==> config.mk <==
export PLATFORM = sky130hd
export DESIGN_NAME = barrel_fetch
export DESIGN_NICKNAME = d
export VERILOG_FILES = /design/src/rtl/barrel_fetch.sv
export SDC_FILE = /design/constraint.sdc
export NUM_CORES = 1
export LEC_CHECK = 0
export ABC_AREA = 1
export CAP_MARGIN = 5
export CELL_PAD_IN_SITES_DETAIL_PLACEMENT = 1
export CELL_PAD_IN_SITES_GLOBAL_PLACEMENT = 2
export CORE_AREA = 4 4 201 282
export CTS_CLUSTER_DIAMETER = 50
export DETAILED_ROUTE_END_ITERATION = 6
export DIE_AREA = 0 0 205 286
export PLACE_DENSITY = 0.83
export SLEW_MARGIN = 5
export SYNTH_ARGS = -nofsm -noshare
export SYNTH_HDL_FRONTEND = slang
export SYNTH_SLANG_ARGS = --single-unit
==> constraint.sdc <==
create_clock -name clk -period 6.08 [get_ports clk]
set_input_delay 0.608 -clock clk [delete_from_list [all_inputs] [get_ports clk]]
set_output_delay 0.608 -clock clk [all_outputs]
set_load 0.01 [all_outputs]
==> src/rtl/barrel_fetch.sv <==
// barrel_fetch: fetch stage of a barrel (fine-grained multithreaded) processor.
// One hardware thread is fetched per cycle in strict round-robin order; each
// thread keeps its own PC. Instruction memory is read combinationally through
// imem_addr/imem_rdata and the issued slot is registered into the *_f outputs.
//
// Ports:
//   clk, rst_n      clock, asynchronous active-low reset
//   stall_f         freeze thread pointer, fetch outputs and non-redirected PCs
//   redirect_e      taken branch/jump from execute for thread redirect_tid_e
//   redirect_tid_e  thread owning the redirect
//   pc_target_e     redirect target (bits [1:0] are dropped)
//   thread_en       per-thread enable (only with BARREL_FETCH_THREAD_MASK_EN)
//   imem_addr       instruction-memory address = pc[sel]
//   imem_rdata      instruction-memory data for imem_addr
//   pc_f, pc_plus4_f, instr_f, tid_f, valid_f  registered issued slot
//
// Optional feature: define BARREL_FETCH_THREAD_MASK_EN to add the thread_en
// input; a disabled thread's slot issues a bubble and its PC does not advance.
module barrel_fetch #(
  parameter int unsigned               ADDRESS_WIDTH = 32,
  parameter int unsigned               DATA_WIDTH    = 32,
  parameter int unsigned               NUM_THREADS   = 8,
  parameter int unsigned               BITS_THREADS  = $clog2(NUM_THREADS),
  parameter logic [ADDRESS_WIDTH-1:0]  RESET_PC      = '0
) (
  input  logic                     clk,
  input  logic                     rst_n,
  input  logic                     stall_f,
  input  logic                     redirect_e,
  input  logic [BITS_THREADS-1:0]  redirect_tid_e,
  input  logic [ADDRESS_WIDTH-1:0] pc_target_e,
`ifdef BARREL_FETCH_THREAD_MASK_EN
  input  logic [NUM_THREADS-1:0]   thread_en,
`endif
  output logic [ADDRESS_WIDTH-1:0] imem_addr,
  input  logic [DATA_WIDTH-1:0]    imem_rdata,
  output logic [ADDRESS_WIDTH-1:0] pc_f,
  output logic [ADDRESS_WIDTH-1:0] pc_plus4_f,
  output logic [DATA_WIDTH-1:0]    instr_f,
  output logic [BITS_THREADS-1:0]  tid_f,
  output logic                     valid_f
);

  // addi x0, x0, 0 -- canonical NOP carried by bubble slots
  localparam logic [DATA_WIDTH-1:0]   Nop     = DATA_WIDTH'(32'h0000_0013);
  localparam logic [BITS_THREADS-1:0] LastTid = BITS_THREADS'(NUM_THREADS - 1);

  logic [ADDRESS_WIDTH-1:0] r_pc [NUM_THREADS];
  logic [BITS_THREADS-1:0]  r_sel;
  logic [ADDRESS_WIDTH-1:0] r_pc_f;
  logic [ADDRESS_WIDTH-1:0] r_pc_plus4_f;
  logic [DATA_WIDTH-1:0]    r_instr_f;
  logic [BITS_THREADS-1:0]  r_tid_f;
  logic                     r_valid_f;

  logic [ADDRESS_WIDTH-1:0] w_pc_d [NUM_THREADS];
  logic [ADDRESS_WIDTH-1:0] w_pc_cur;
  logic [ADDRESS_WIDTH-1:0] w_pc_plus4;
  logic [ADDRESS_WIDTH-1:0] w_target;
  logic [BITS_THREADS-1:0]  w_sel_next;
  logic                     w_redir_ok;
  logic                     w_collide;
  logic                     w_en;
  logic                     w_issue;

`ifdef BARREL_FETCH_THREAD_MASK_EN
  assign w_en = thread_en[r_sel];
`else
  assign w_en = 1'b1;
`endif

  assign w_pc_cur   = r_pc[r_sel];
  assign w_pc_plus4 = w_pc_cur + ADDRESS_WIDTH'(4);
  assign imem_addr  = w_pc_cur;
  assign w_target   = {pc_target_e[ADDRESS_WIDTH-1:2], 2'b00};
  // Out-of-range thread ids only exist for non-power-of-two thread counts.
  assign w_redir_ok = redirect_e && (32'(redirect_tid_e) < NUM_THREADS);
  assign w_collide  = w_redir_ok && (redirect_tid_e == r_sel) && !stall_f;
  // A real instruction leaves this cycle: not stalled, not overridden, enabled.
  assign w_issue    = !stall_f && !w_collide && w_en;
  assign w_sel_next = (r_sel == LastTid) ? '0 : r_sel + BITS_THREADS'(1);

  always_comb begin
    for (int i = 0; i < NUM_THREADS; i++) begin
      w_pc_d[i] = r_pc[i];
    end
    if (w_issue) begin
      w_pc_d[r_sel] = w_pc_plus4;
    end
    // Redirect is applied last so it wins over the sequential increment.
    if (w_redir_ok) begin
      w_pc_d[redirect_tid_e] = w_target;
    end
  end

  always_ff @(posedge clk or negedge rst_n) begin
    if (!rst_n) begin
      for (int i = 0; i < NUM_THREADS; i++) begin
        r_pc[i] <= RESET_PC;
      end
      r_sel        <= '0;
      r_pc_f       <= '0;
      r_pc_plus4_f <= '0;
      r_instr_f    <= Nop;
      r_tid_f      <= '0;
      r_valid_f    <= 1'b0;
    end else begin
      for (int i = 0; i < NUM_THREADS; i++) begin
        r_pc[i] <= w_pc_d[i];
      end
      if (!stall_f) begin
        r_sel        <= w_sel_next;
        r_pc_f       <= w_pc_cur;
        r_pc_plus4_f <= w_pc_plus4;
        r_instr_f    <= w_issue ? imem_rdata : Nop;
        r_tid_f      <= r_sel;
        r_valid_f    <= w_issue;
      end
    end
  end

  assign pc_f       = r_pc_f;
  assign pc_plus4_f = r_pc_plus4_f;
  assign instr_f    = r_instr_f;
  assign tid_f      = r_tid_f;
  assign valid_f    = r_valid_f;

endmodule
==> reports/metrics.cfg, run 1 <==
[clock_network]
cts_root_buffer = clkbuf_16
clk_latency_ns = 0.57
htree_num_levels = 2
path_clk_slew_ns = 0.06
clock_path_buffers = 3
cts_tree = built
cts_sinks = 357
postCtsHoldBufs = 0
post-cts-setup-buffers = 0
cts_resized = 0
numCtsBuffers = 42

[power]
seqPwrFrac_pct = 30.2
clkPwrFrac_pct = 20.6
p_per_area_nw_per_um2 = 579.1
vdd_ir_drop_max_uv = 194.4
p_sw_share_pct = 44.44
p_sw_w = 0.006002
p_int_w = 0.007503
power_frac_comb_pct = 49.2
p_leak_nw = 10.74

[place]
place_hpwl_um = 51050
placed_cells_incl_taps = 3390
place_ws_ns = 1.161
port_buffers = 200
gp_congestion = 0.8239

[finish]
fin_util_pct = 43.22
final_nets = 2788
syn2layout_area_growth_pct = 20.77
layout-drive-gt1-share_pct = 7.614
layout.cells.non_filler = 3467

[detailed_routing]
avgRoutedWirePerCell_um = 24.13
wirelength_um = 83660
route.detailed.drc = 0
postRouteAntennaNets = 0
num_vias = 19290
drt-pass1-iter-count = 7
vias_per_cell = 5.564
drtIter0Drc = 1288

[die]
ioPinCount = 203
die_w_um = 205
die_area_um2 = 58630
num_rows = 101
die_h_um = 286
core_area_um2 = 53960
start_util_pct = 35.79

[global_route]
met3_usage_pct = 4.717
grt.busiest_layer = met2
grt_first_pass_wirelength_um = 125200
grt_max_degree = 143
gr-usage-all-layers_pct = 27.93
grt_pass1_vias = 20410
met1_usage_pct = 34.48
grtUsageMet2_pct = 47.92
antenna_found_initial = 1
grt-ovfl-total = 0

[timing]
finalCritPeriodShare_pct = 80.42
finClkSkew_ns = 0.01781
worst_slew_pin_slew_ns = 1.100
rsz0062_at_grt = false
worst_slack_ns = 1.190
slew_violations = 0
slew_headroom_pct = 26.59
fin_crit_ns = 4.890
finalSetupViolations = 0
fmax_mhz = 204.5
finalSetupTns_ns = 0
hold_viol_final = 0

[yosys]
synth_cells = 2607
yosysSeqAreaShare_pct = 46.28
syn_area_um2 = 19310
synth_warnings = 0
synthTopCellsByArea = dfrtp_1 46%, nand2_1 17%, a21oi_1 9.4%
synth_cell_types = 45
synth_top_family_by_area = simple AND/OR/NAND/NOR gates
synth_top_area_share_pct = 45.87
synthXorXnorAreaFrac_pct = 0.8228
synth-simple-area-share_pct = 28.19
avgSynthCellArea_um2 = 7.408
synth_top_area_cell = dfrtp_1
synth.mux.area_fraction_pct = 0
synth_compound_area_share_pct = 17.01
syn_nets = 2682
yosys_register_bits = 357
synth_fa_ha_area_share_pct = 0.2592

[setup_path]
crit-reg2reg-launch = r_sel[0]
worstSetupPathType = flop to flop
start_kind = flop
cp-end-kind = flop
crit_end = r_pc[130]
cp_data_required_time_ns = 6.54
rr_worst_depth = 11
crit_arrival_ns = 5.35
crit_start = r_sel[0]
cp_max_fo = 52
reg2reg_setup_slack_ns = 1.19
r2r_end = r_pc[130]

[job]
cap_violations = 0

[outcome]
status = finished, final reports clean

[worst_hold_path]
hold_class = primary input to async pin

## cell usage after synthesis
| cell | number |
|---|---|
| xnor2_2 | 1 |
| dfstp_2 | 3 |
| nand3_2 | 9 |
| and2_1 | 1 |
| a221oi_1 | 1 |
| ha_1 | 4 |
| nand2_4 | 3 |
| nand3_4 | 1 |
| a31oi_1 | 14 |
| xor2_1 | 1 |
| inv_1 | 152 |
| or2_2 | 1 |
| inv_2 | 15 |
| o21bai_4 | 1 |
| dfrtp_1 | 354 |
| xor2_2 | 6 |
| nand3b_1 | 1 |
| nor3_1 | 1 |
| nand4_2 | 2 |
| xnor2_1 | 1 |
| o21ai_1 | 7 |
| nor2_1 | 200 |
| buf_4 | 16 |
| buf_1 | 25 |
| nand2_1 | 864 |
| a21boi_0 | 8 |
| a22o_1 | 1 |
| a22oi_1 | 107 |
| clkinv_1 | 6 |
| clkbuf_1 | 91 |
| a21oi_1 | 364 |
| nand2_2 | 25 |
| a32o_1 | 1 |
| o21bai_2 | 1 |
| buf_6 | 4 |
| nor2_8 | 1 |
| o21ai_0 | 74 |
| nor2_4 | 15 |
| o22ai_1 | 8 |
| nor2_2 | 5 |
| xor2_4 | 1 |
| nand4_1 | 9 |
| buf_2 | 36 |
| inv_4 | 1 |
| nand3_1 | 165 |
## layout make-up
type | instances | area, um2
Timing Repair Buffer | 234 | 2297
Clock inverter | 9 | 172.7
Antenna cell | 1 | 2.502
Inverter | 174 | 656.9
Multi-Input combinational cell | 1904 | 9011
Fill cell | 6668 | 30640
Sequential cell | 357 | 8942
Clock buffer | 67 | 1339
Tap cell | 721 | 902.1
## layout by cell type, fill, tap and decap left out, types with 2 or more instances in the layout
master           count
clkinv_2             4
inv_2               15
nor2_2               8
a21oi_1            364
buf_12               3
nand2_1            864
o21ai_1              7
bufinv_16            5
clkbuf_8            13
a22oi_1            107
clkbuf_1             9
nand2_2             25
nand4_1              9
dfrtp_1            352
nand4_2              2
nand2_4              3
clkinv_1             6
buf_4               32
clkdlybuf4s50_1    198
nand3_2              9
ha_1                 4
a31oi_1             14
o21ai_0             74
xor2_2               6
nor2_1             189
a21boi_0             8
nand3_1            165
dfstp_2              3
inv_1              151
o22ai_1              8
nor2_4              23
clkbuf_16           45
## critical path: stages (launching register included)
cell,delay (ns)
dfrtp_4,0.74
inv_4,0.63
a21oi_1,0.15
nand4_1,0.13
buf_4,0.31
nand2_1,0.54
nor2_4,0.98
inv_2,0.65
o21ai_0,0.33
a21oi_1,0.08
a21oi_1,0.15
inv_1,0.05
## kinds of logic after synthesis
family                     Yosys count
AOI/OAI and AO/OA                  587
xor gates and xnor gates            10
adders and majority gates            4
buffers and inverters              346
DFF                                357
and+or+nand+nor                   1303
## worst min-delay path by stage
| stage | start | end | slack, ns | cells after the start |
|---|---|---|---|---|
| floorplan | rst_n | instr_f[10] | 0.31 | 0 |
| global placement | instr_f[17] | instr_f[17] | 0.46 | 2 |
| detailed placement | instr_f[11] | instr_f[11] | 0.46 | 2 |
| CTS | rst_n | pc_plus4_f[14] | 0.05 | 1 |
| global route | rst_n | pc_plus4_f[14] | 0.06 | 1 |
| finish | rst_n | pc_plus4_f[14] | 0.005 | 1 |
## metrics by stage
step	hold slack, ns	instance area, um2	power (W)
after global placement	0.4613	21810	0.01044
after CTS	0.04799	23320	0.01355
after floorplan	0.3124	19310	0.007926
after global routing	0.06131	23320	0.01439
final	0.004837	23320	0.01351
after detailed placement	0.4647	21810	0.01069
## power groups by stage
stage / logic, W / registers (W) / clock network [W]
finish: 0.00665 / 0.00407 / 0.00279
global route: 0.00726 / 0.00419 / 0.00294
CTS: 0.00665 / 0.00406 / 0.00284
detailed placement: 0.00660 / 0.00409 / 0
global placement: 0.00641 / 0.00403 / 0
floorplan: 0.00392 / 0.00401 / 0
## metal layers
metal / wire (um) / vias up
li1: - / 8697
met1: 33460 / 9715
met2: 40820 / 687
met3: 5225 / 193
met4: 4153 / 0
met5: 0 / -
## flip-flops by register name, indices dropped and copies added (netlist names)
| register | count |
|---|---|
| r_pc | 256 |
| r_sel | 3 |
| pc_plus4_f | 30 |
| tid_f | 3 |
| instr_f | 32 |
| valid_f | 1 |
| pc_f | 32 |
No activity file was read; power rests on OpenSTA's default activity.
==> run 2, diff against run 1 <==
CORE_AREA = 4 4 210 294   (was 4 4 201 282)
DIE_AREA = 0 0 214 298   (was 0 0 205 286)
PLACE_DENSITY = 0.76   (was 0.83)
clock period = 4.84 ns   (was 6.08 ns; I/O delays follow)
==> reports/metrics.cfg, run 2 (synthesis results as in run 1) <==
[outcome]
status = finished, final reports clean  ; unchanged

[detailed_routing]
drtIter0Drc = 1514  ; was 1,288
route.detailed.drc = 0  ; unchanged
postRouteAntennaNets = 0  ; unchanged
wirelength_um = 85380  ; was 83,660 um
vias_per_cell = 5.451  ; was 5.564
drt-pass1-iter-count = 5  ; was 7
num_vias = 19230  ; was 19,290
avgRoutedWirePerCell_um = 24.20  ; was 24.13 um

[finish]
regMostFlops = r_pc  ; unchanged
design_area_um2 = 23570  ; was 23,320 um2
final_nets = 2811  ; was 2,788
largest_reg_flops = 256  ; unchanged
layout_commonest_cell = nand2_1  ; unchanged
syn2layout_area_growth_pct = 22.07  ; was 20.77%
final_cell_mix = 864 x nand2_1, 364 x a21oi_1, 352 x dfrtp_1, 198 x clkdlybuf4s50_1, 189 x nor2_1  ; unchanged
layout-drive-gt1-share_pct = 8.481  ; was 7.614%

[worst_hold_path]
hold_class = primary input to flop  ; was primary input to async pin
hp-start = stall_f

[place]
gp_congestion = 0.8544  ; was 0.8239
placed_area_um2 = 22020  ; was 21,810 um2
port_buffers = 200  ; unchanged
place_hpwl_um = 52720  ; was 51,050 um

[timing]
worst_slew_pin_slew_ns = 1.057  ; was 1.100 ns
hold_viol_final = 0  ; unchanged
finalSetupTns_ns = 0  ; unchanged
fin_crit_ns = 3.765  ; was 4.890 ns
rsz0062_at_grt = false  ; unchanged
slew_violations = 0  ; unchanged
fmax_mhz = 265.6  ; was 204.5 MHz
finalCritPeriodShare_pct = 77.80  ; was 80.42%
finClkSkew_ns = 0.02592  ; was 0.01781 ns
slew_headroom_pct = 29.44  ; was 26.59%
finalSetupViolations = 0  ; unchanged

[global_route]
grt_first_pass_wirelength_um = 128400  ; was 125,200 um
gr-usage-all-layers_pct = 26.15  ; was 27.93%
grt_pass1_vias = 20400  ; was 20,410
grt-ovfl-total = 0  ; unchanged
grt_max_degree = 116  ; was 143
met3_usage_pct = 4.224  ; was 4.717%
antenna_found_initial = 3  ; was 1
met1_usage_pct = 32.39  ; was 34.48%
grt.busiest_layer = met2  ; unchanged
grtUsageMet2_pct = 46.25  ; was 47.92%

[job]
cap_violations = 0  ; unchanged

[power]
p_per_area_nw_per_um2 = 726.5  ; was 579.1 nW/um2
vdd_ir_drop_max_uv = 230.2  ; was 194.4 uV
p_leak_nw = 10.85  ; was 10.74 nW

[setup_path]
cp_data_required_time_ns = 5.34  ; was 6.54 ns
cpPeakStageDelay_ns = 0.64  ; was 0.98 ns
worstSetupPathType = flop to flop  ; unchanged
crit_chain = inv_2, buf_4, o21ai_0, a21oi_1, nand4_1, nand2_1, nor3_2, inv_1, buf_4, a21oi_1, a21oi_1  ; was inv_4, a21oi_1, nand4_1, buf_4, nand2_1, nor2_4, inv_2, o21ai_0, a21oi_1, a21oi_1, inv_1
crit_arrival_ns = 4.26  ; was 5.35 ns
crit_path_top_delay_cell = inv_1  ; was nor2_4
cp-end-kind = flop  ; unchanged
cp_max_fo = 15  ; was 52
crit_start = r_sel[2]  ; was r_sel[0]
start_kind = flop  ; unchanged
critPathBufInv = 4  ; unchanged
crit-reg2reg-launch = r_sel[2]  ; was r_sel[0]
crit_top_cell = a21oi_1  ; unchanged
crit_family = buffers and inverters  ; was simple AND/OR/NAND/NOR gates

[clock_network]
postCtsHoldBufs = 1  ; was 0
cts_resized = 0  ; unchanged
cts_tree = built  ; unchanged
clk_latency_ns = 0.59  ; was 0.57 ns
cts_sinks = 357  ; unchanged
clock_path_buffers = 3  ; unchanged
post-cts-setup-buffers = 0  ; unchanged
path_clk_slew_ns = 0.06  ; about the same
cts_root_buffer = clkbuf_16  ; unchanged
numCtsBuffers = 45  ; was 42
htree_num_levels = 2  ; unchanged

[die]
ioPinCount = 203  ; unchanged
num_rows = 106  ; was 101
die_h_um = 298  ; was 286 um
core_area_um2 = 59280  ; was 53,960 um2
start_util_pct = 32.58  ; was 35.79%
die_area_um2 = 63770  ; was 58,630 um2
die_w_um = 214  ; was 205 um

-- run 2: cell types whose count changed in the layout (fill, tap and decap cells not counted), sizes merged --
cell / delta
inv: +2
buf: +19
bufinv: -1
clkinvlp: +3
dlygate4sd3: +1
clkinv: +6
clkbuf: -4
-- run 2: stage by stage --
step                      std cells  hold slack (ns)  utilization [%]  worst slack (ns)  power (W)
final                          3528           0.3276            39.76             1.075    0.01713
after global routing           3528           0.3616            39.76            0.8743    0.01830
after CTS                      3527           0.3179            39.76             1.027    0.01724
after detailed placement       3444           0.4639            37.14             1.090    0.01359
after global placement         3444           0.4610            37.14             1.138    0.01333
after floorplan                2607           0.1884                -             2.230   0.009956
-- run 2: power breakdown --
group          internal, W  switching, W  leakage, nW
sequential         0.00433      0.000753         4.30
combinational      0.00305       0.00545         5.80
clock              0.00212       0.00144        0.748
total              0.00949       0.00764         10.9
-- run 2: layer usage --
metal  wire [um]  part of all wire (%)
met2       42530                    50
met5          11                 0.013
met4        2865                   3.4
met3        4729                   5.5
met1       35240                    41
-- run 2: worst paths after layout --
check                                      end  slack [ns]  cells after the start
worst max-delay path                  r_pc[27]        1.07                     11
worst min-delay path            pc_plus4_f[13]        0.33                      3
worst max register to register        r_pc[27]        1.07                     11
worst min register to register  pc_plus4_f[21]        0.48                      2
max in group asynchronous            r_pc[105]        3.06                      3
min in group asynchronous             r_pc[49]        0.54                      2
-- run 2: final cells by class --
cell class                 count  area, um2
clock inverter                19      224.0
multi-input combinational   1904       9011
clock buffer                  63       1316
timing repair buffer         254       2475
fill                        7249      35710
sequential                   357       8942
inverter                     174      656.9
tap                          756      945.9
antenna                        1      2.502
-- run 2: worst reg2reg max path: stages, from the launching register on --
cell and delay (ns):
dfrtp_1 0.46, inv_2 0.34, buf_4 0.43, o21ai_0 0.16
a21oi_1 0.12, nand4_1 0.15, nand2_1 0.56, nor3_2 0.12
inv_1 0.64, buf_4 0.36, a21oi_1 0.10, a21oi_1 0.21
==> run 3, diff against run 2 <==
clock period = 3.8 ns   (was 4.84 ns; I/O delays follow)
==> reports/metrics.cfg, run 3 (synthesis results as in run 1) <==
[outcome]
status = finished, final reports clean  ; unchanged

[timing]
holdWs_ns = 0.3442  ; was 0.3276 ns
slew_headroom_pct = 27.81  ; was 29.44%
finClkSkew_ns = 0.02301  ; was 0.02592 ns
worst_slew_pin_slew_ns = 1.082  ; was 1.057 ns
slew_violations = 0  ; unchanged
hold_viol_final = 0  ; unchanged
fmax_mhz = 274.8
rsz0062_at_grt = false  ; unchanged
finalSetupTns_ns = 0  ; unchanged
finalSetupViolations = 0  ; unchanged
fin_crit_ns = 3.639
finalCritPeriodShare_pct = 95.77

[finish]
largest_reg_flops = 256  ; unchanged
multi_input_area_um2 = 9011  ; unchanged
area.sequential_um2 = 8944  ; was 8942 um2
layout-drive-gt1-share_pct = 9.822  ; was 8.481%
final_cell_mix = 864 x nand2_1, 364 x a21oi_1, 351 x dfrtp_1, 198 x clkdlybuf4s50_1, 189 x nor2_1  ; was 864 x nand2_1, 364 x a21oi_1, 352 x dfrtp_1, 198 x clkdlybuf4s50_1, 189 x nor2_1
final_nets = 2849  ; was 2,811
layout_commonest_cell = nand2_1  ; unchanged
regMostFlops = r_pc  ; unchanged
syn2layout_area_growth_pct = 24.28  ; was 22.07%
diodes = 0  ; was 1
nFillCells = 7235  ; was 7,249

[die]
num_rows = 106  ; unchanged
die_area_um2 = 63770  ; unchanged
core_area_um2 = 59280  ; unchanged
die_w_um = 214  ; unchanged
start_util_pct = 32.58  ; unchanged
die_h_um = 298  ; unchanged
ioPinCount = 203  ; unchanged

[global_route]
grt-ovfl-total = 0  ; unchanged
grt_pass1_vias = 20820  ; was 20,400
gr-usage-all-layers_pct = 27.09  ; was 26.15%
antenna_found_initial = 1  ; was 3
grt_max_degree = 86  ; was 116
grt_first_pass_wirelength_um = 132900  ; was 128,400 um

[detailed_routing]
drt-pass1-iter-count = 5  ; unchanged
avgRoutedWirePerCell_um = 24.77  ; was 24.20 um
route.detailed.drc = 0  ; unchanged
route.met2.wl_um = 44300  ; was 42,530 um
wl_met1_um = 36630  ; was 35,240 um
wirelength_um = 88330  ; was 85,380 um
vias_per_cell = 5.477  ; was 5.451
met3WireLength_um = 4166  ; was 4729 um
drtIter0Drc = 1286  ; was 1,514
num_vias = 19530  ; was 19,230
highest_layer = met5  ; unchanged
postRouteAntennaNets = 0  ; unchanged

[setup_path]
crit_top_cell = nand2_1  ; was a21oi_1
start_kind = flop  ; unchanged
cpPeakStageDelay_ns = 0.55  ; was 0.64 ns
worstSetupPathType = flop to output port  ; was flop to flop
cp_data_required_time_ns = 3.42  ; was 5.34 ns
crit_path_top_delay_cell = clkdlybuf4s50_1  ; was inv_1
crit_chain = buf_12, buf_4, nand2_1, nand2_1, nand2_1, nand2_1, nand2_1, nand2_1, buf_4, clkdlybuf4s50_1  ; was inv_2, buf_4, o21ai_0, a21oi_1, nand4_1, nand2_1, nor3_2, inv_1, buf_4, a21oi_1, a21oi_1
crit_arrival_ns = 3.26  ; was 4.26 ns
cp_max_fo = 83  ; was 15
cp-end-kind = output port  ; was flop

[clock_network]
cts_root_buffer = clkbuf_16  ; unchanged
htree_num_levels = 2  ; unchanged
clk_latency_ns = 0.59  ; about the same
clock_path_buffers = 3  ; unchanged
path_clk_slew_ns = 0.06  ; about the same
cts_tree = built  ; unchanged
numCtsBuffers = 48  ; was 45
cts_sinks = 357  ; unchanged

[power]
fin_total_pwr_w = 0.02245  ; was 0.01713 W
p_leak_nw = 11.10  ; was 10.85 nW
p_per_area_nw_per_um2 = 935.2  ; was 726.5 nW/um2
vdd_ir_drop_max_uv = 324.2  ; was 230.2 uV

[worst_hold_path]
hold_class = primary input to flop  ; unchanged

[place]
gp_congestion = 0.8314  ; was 0.8544
place_hpwl_um = 55560  ; was 52,720 um
port_buffers = 200  ; unchanged

[job]
cap_violations = 0  ; unchanged

-- run 3: final cells by class --
type	instances	area share, %
multi-input cells	1904	37.54
flip-flops and latches	357	37.26
repair buffers	289	11.72
clock buffers	60	5.448
well taps	756	3.941
inverters	174	2.747
clock inverters	26	1.340
-- run 3: stage by stage --
| stage | cell area (um2) | std cells | utilization [%] | setup WS, ns |
|---|---|---|---|---|
| 5_1_grt | 24000 | 3566 | 40.49 | 0.02317 |
| 3_3_place_gp | 22360 | 3479 | 37.71 | 0.3546 |
| 3_5_place_dp | 22360 | 3479 | 37.71 | 0.3044 |
| 4_1_cts | 24000 | 3566 | 40.48 | 0.1229 |
| 6_report | 24000 | 3566 | 40.49 | 0.1606 |
| 2_1_floorplan | 19310 | 2607 | - | 1.190 |
-- run 3: where the power goes --
group / switching (W) / internal (W) / leakage [nW]
clock network: 0.00193 / 0.00286 / 0.790
registers: 0.000977 / 0.00551 / 4.30
logic: 0.00707 / 0.00410 / 6.01
total: 0.00998 / 0.0125 / 11.1
-- run 3: worst paths after layout --
path                                 from             end  slack, ns  cells after the start
setup / recovery                 r_sel[0]   imem_addr[21]       0.16                     10
hold / removal             imem_rdata[29]     instr_f[29]       0.34                      3
setup reg to reg                 r_sel[0]       r_pc[190]       0.34                     16
hold reg to reg            pc_plus4_f[19]  pc_plus4_f[19]       0.48                      2
max in group asynchronous           rst_n      instr_f[4]       2.38                      3
min in group asynchronous           rst_n       r_pc[115]       0.36                      2
-- run 3: layer usage --
| metal | vias up | GRT usage (%) |
|---|---|---|
| met5 | - | 0 |
| met4 | 2 | 9.514 |
| met3 | 181 | 3.887 |
| met2 | 545 | 48.42 |
| met1 | 9962 | 33.43 |
| li1 | 8841 | - |
-- run 3: timing repair --
item	4_1_cts	5_1_grt
buffers inserted	0	0
hold buffers	1	0
setup endpoints to repair	0	3
endpoints found under the hold margin	79	0
resized for setup	0	2
-- run 3: worst max-delay path, delay by kind of cell, from the launching register on --
| family | cells | cell delay (ns) |
|---|---|---|
| flip-flops | 1 | 0.45 |
| buffers and inverters | 4 | 1.61 |
| AND/OR/NAND/NOR | 6 | 0.57 |
